`src/rtl/crc16_pkg.sv`:
```
// Shared types and constants for the CRC-16 word engine: tap masks and default INIT/XOROUT.
package crc16_pkg;

  typedef logic [15:0] crc16_t;

  localparam crc16_t CRC16_INIT_DEFAULT   = 16'h0000;
  localparam crc16_t CRC16_XOROUT_DEFAULT = 16'h0000;

  // Mask i has bit j set iff T[j] feeds next-state bit i.
  localparam crc16_t TAPS [16] = '{
    16'h27CD, 16'h6857, 16'hD0AE, 16'h8691,
    16'h2AEF, 16'h55DE, 16'h8C71, 16'h18E2,
    16'h1609, 16'h2C12, 16'h7FE9, 16'hFFD2,
    16'hD869, 16'h971F, 16'h09F3, 16'h13E6
  };

endpackage

```
`src/rtl/crc16_next_comb.sv`:
```
// Purely combinational CRC-16 next-state network: next[i] = XOR of (state ^ data) under TAPS[i].
import crc16_pkg::*;

module crc16_next_comb (
  input  crc16_t state,
  input  crc16_t data,
  output crc16_t next
);

  crc16_t t;

  assign t = state ^ data;

  always_comb begin
    // NOTE: every bit of next is assigned on every pass, so no latch can be inferred.
    next = '0;
    for (int i = 0; i < 16; i++) begin
      next[i] = ^(t & TAPS[i]);
    end
  end

endmodule

```
`src/rtl/crc16_word_engine.sv`:
```
// Clocked CRC-16 word accumulator with synchronous clear and a valid strobe.
// Optional output mask enabled by defining CRC16_XOROUT_EN.
import crc16_pkg::*;

module crc16_word_engine #(
  parameter crc16_t INIT   = CRC16_INIT_DEFAULT,
  parameter crc16_t XOROUT = CRC16_XOROUT_DEFAULT
) (
  input  logic   clk,
  input  logic   rst_n,
  input  logic   clear,
  input  logic   data_valid,
  input  crc16_t data,
  output crc16_t crc_out,
  output logic   crc_valid
);

  crc16_t state_q, state_d;
  crc16_t next_state;
  logic   valid_q, valid_d;

  crc16_next_comb u_next (
    .state (state_q),
    .data  (data),
    .next  (next_state)
  );

  // Clear wins over a coincident word; the word is dropped, not deferred.
  always_comb begin
    state_d = state_q;
    valid_d = 1'b0;
    if (clear) begin
      state_d = INIT;
    end else if (data_valid) begin
      state_d = next_state;
      valid_d = 1'b1;
    end
  end

  // NOTE: sequential state uses non-blocking assignments; reset covers every register here.
  always_ff @(posedge clk or negedge rst_n) begin
    if (!rst_n) begin
      state_q <= INIT;
      valid_q <= 1'b0;
    end else begin
      state_q <= state_d;
      valid_q <= valid_d;
    end
  end

`ifdef CRC16_XOROUT_EN
  assign crc_out = state_q ^ XOROUT;
`else
  // XOROUT has no effect in this build.
  logic unused_xorout;
  assign unused_xorout = ^XOROUT;
  assign crc_out       = state_q;
`endif

  assign crc_valid = valid_q;

endmodule

```
`config.mk`:
```
export PLATFORM = sky130hd
export DESIGN_NAME = crc16_word_engine
export DESIGN_NICKNAME = d
export VERILOG_FILES = /design/src/rtl/crc16_pkg.sv /design/src/rtl/crc16_next_comb.sv /design/src/rtl/crc16_word_engine.sv
export SDC_FILE = /design/constraint.sdc
export NUM_CORES = 1
export LEC_CHECK = 0
export BUFFER_PORTS_ARGS = -buffer_cell sky130_fd_sc_hd__buf_2
export CORE_MARGIN = 4
export CORE_UTILIZATION = 53
export DETAILED_ROUTE_END_ITERATION = 10
export GPL_TIMING_DRIVEN = 0
export HOLD_SLACK_MARGIN = 0.02
export PLACE_DENSITY_LB_ADDON = 0.25
export SLEW_MARGIN = 5
export SYNTH_ARGS = -nofsm -noshare
export SYNTH_HDL_FRONTEND = slang
export SYNTH_HIERARCHICAL = 1
export SYNTH_SLANG_ARGS = --single-unit
```
`constraint.sdc`:
```
create_clock -name clk -period 2.63 [get_ports clk]
set_input_delay 0.3945 -clock clk [delete_from_list [all_inputs] [get_ports clk]]
set_output_delay 0.3945 -clock clk [all_outputs]
set_load 0.02 [all_outputs]
```
==> flow_summary_export.csv <==
group,metric,value,unit
outcome,status,"completed",
place,placedCellCount,190,
cts,cts_buffer_depth,2,
worst_setup_path,critPathMaxFanout,3,
cts,cts_resized,0,
grt,antenna_found_initial,0,
final_layout,drive_above_1_share,0.317,
cts,cts-buffers-inserted,3,
hold_path,hold_path.class,"in -> reg",
final_layout,final_common_cell,"xnor2_1",
cts,postCtsHoldBufs,1,
worst_setup_path,r2r_slack,0.40,ns
detailed_routing,antenna_left,0,
sta,finClkSkew,0.00499,ns
detailed_routing,vias,988,
worst_setup_path,crit_arrival,2.43,ns
sta,drv_slew,0,
worst_setup_path,critPathTopFamily,"XOR/XNOR gates",
hold_path,min_delay_path_depth,2,
place,dp_slack,0.345,ns
worst_setup_path,crit_type,"reg -> reg",
worst_setup_path,cp_common_cell,"xnor2_1",
cts,clockRootBuffer,"clkbuf_4",
cts,insertion_delay,0.30,ns
worst_setup_path,critical_path.startpoint_type,"register",
logic_synthesis,yosysWarningCount,6,
final_layout,fillers,229,
die,coreArea,2730,µm²
place,io_buffer_count,34,
grt,grt_overflow,0,
final_layout,design_area,1760,µm²
sta,min_period,2.23,ns
logic_synthesis,synth.area.top_cells,"dfrtp_1 28%, xnor2_1 25%, mux2i_1 11%",
power,p_total,3060,µW
sta,hold_viol_final,0,
logic_synthesis,syn_inst,125,
hold_path,hold_end,"crc_out[0]",
place,placed_cell_area,1720,µm²
place,gp_congestion,0.890,
logic_synthesis,yosysSeqAreaShare,0.282,
detailed_routing,drc,0,
grt,grt_max_degree,18,
worst_setup_path,worstPathCellList,"xnor2_1, xnor2_1, xor2_1, xor3_1, mux2i_1, nor2_1",
job,drv_cap,0,
cts,cts.sinks,17,
worst_setup_path,critPathBufInv,0,
worst_setup_path,slowest_stage,"dfrtp_1",
sta,fmax,448,MHz
logic_synthesis,synth.avg_cell_area,12.1,µm²
die,pin_count,37,
worst_setup_path,r2r_cells,6,
die,dieWidth,61.4,µm
logic_synthesis,syn_area,1510,µm²
power,swShare,0.424,
logic_synthesis,synth_top_cell_by_area,"dfrtp_1",
worst_setup_path,end_kind,"register",
power,combPwrFrac,0.814,
detailed_routing,drt_iter0_markers,17,
sta,setup-violations-final,0,
sta,relSlewSlack,0.600,
power,switchingPower,1300,µW
die,chipHeight,61.4,µm
final_layout,antenna_cells,0,
final_layout,nets,185,
power,p_leak,0.000877,µW
cts,path_clk_slew,0.11,ns
detailed_routing,vias_per_cell,5.07,
sta,worst_slew_pin_slew,0.596,ns
place,hpwl,2450,µm
hold_path,hp-start,"clear",
die,rows,19,
grt,grt_pass1_wl,5110,µm
sta,post-route-period-util,0.848,
detailed_routing,first_pass_iters,3,
final_layout,area_growth_syn_to_layout,16.2,%
die,die_area,3770,µm²
final_layout,layout_common_cells,"43 x xnor2_1, 36 x buf_2, 17 x dfrtp_1",
cts,cts_tree,"yes",
worst_setup_path,slowest_delay,0.41,ns
logic_synthesis,yosys_register_bits,17,
detailed_routing,wl_per_cell,15.9,µm
grt,first_global_vias,1056,
power,intPower,1760,µW
die,start_util,0.552,
worst_setup_path,cp.required,2.83,ns
power,powerDensity,1740,nW/µm²
final_layout,fin_cells,195,
cts,cts_setup_buffers,0,
grt,grt_usage,0.190,
logic_synthesis,synth_cell_types,13,
power,peakVddDrop,0.00116,V
power,pwr-share-clk,0.049,
logic_synthesis,synth_top_area_frac,0.282,
detailed_routing,totalWireLength,3100,µm
sta,setup_tns,0,ns
power,p_seq_frac,0.137,
worst_setup_path,rr_endpoint,"crc_out[13]",
sta,grt_setup_unrepaired,"no",
logic_synthesis,synth_fp_nets,145,
worst_setup_path,r2r-start,"crc_out[12]",
sta,fin_ws,0.400,ns
cts,cts.htree.levels,1,
[cells in the mapped netlist]
cell and n:
nor2b_1 1, xnor3_2 2, xor2_1 10, xnor2_2 9
xnor3_1 6, buf_12 1, buf_6 1, mux2i_1 16
xnor2_1 43, nor2_1 16, buf_2 2, dfrtp_1 17
xor3_1 1
[cells by family after synthesis]
| logic type | share of synthesized area |
|---|---|
| mux | 0.106 |
| flops | 0.282 |
| xor+xnor | 0.541 |
| simple gates | 0.0439 |
| buf+inv | 0.0273 |
[layer usage]
metal,global-route usage,vias up,share of wire
met4,0.0818,0,0.017
met1,0.241,480,0.45
met5,0,-,0
met3,0.0210,5,0.038
li1,-,482,-
met2,0.328,21,0.49
[registers in the layout, summed over array words and instances, names as in the netlist]
signal	count
crc_valid	1
crc_out	16
[metrics by stage]
stage / util / hold WS (ns)
2_1_floorplan: - / 0.0989
3_3_place_gp: 0.629 / 0.339
3_5_place_dp: 0.629 / 0.359
4_1_cts: 0.642 / 0.348
5_1_grt: 0.642 / 0.366
6_report: 0.642 / 0.360
[worst reg2reg max path: stages (launching register included)]
cell and delay (ns):
dfrtp_1 0.41, xnor2_1 0.41, xnor2_1 0.29, xor2_1 0.41, xor3_1 0.40, mux2i_1 0.15, nor2_1 0.05
[area by class of cell]
| cell class | count | area (µm²) | area share |
|---|---|---|---|
| repair buffers | 35 | 180 | 0.103 |
| well taps | 31 | 38.8 | 0.0221 |
| plain buffers | 4 | 41.3 | 0.0235 |
| multi-input cells | 104 | 1040 | 0.594 |
| flip-flops and latches | 17 | 425 | 0.242 |
| clock buffers | 4 | 26.3 | 0.0150 |
[power by group through the flow]
stage | Clock, µW | Combinational [µW] | Sequential (µW)
floorplan | 0 | 2000 | 510
global placement | 0 | 2420 | 420
detailed placement | 0 | 2490 | 426
CTS | 159 | 2510 | 421
global route | 166 | 2680 | 433
finish | 151 | 2490 | 419
[worst max path at each step]
stage	startpoint	to	slack [ns]	cells past startpoint
3_5_place_dp	data[12]	crc_out[13]	0.35	7
3_3_place_gp	data[5]	crc_out[4]	0.41	7
4_1_cts	crc_out[12]	crc_out[13]	0.42	6
5_1_grt	crc_out[12]	crc_out[13]	0.22	6
6_report	crc_out[12]	crc_out[13]	0.40	6
2_1_floorplan	crc_out[5]	crc_out[4]	0.60	6
(Power assumes the default switching activity.)
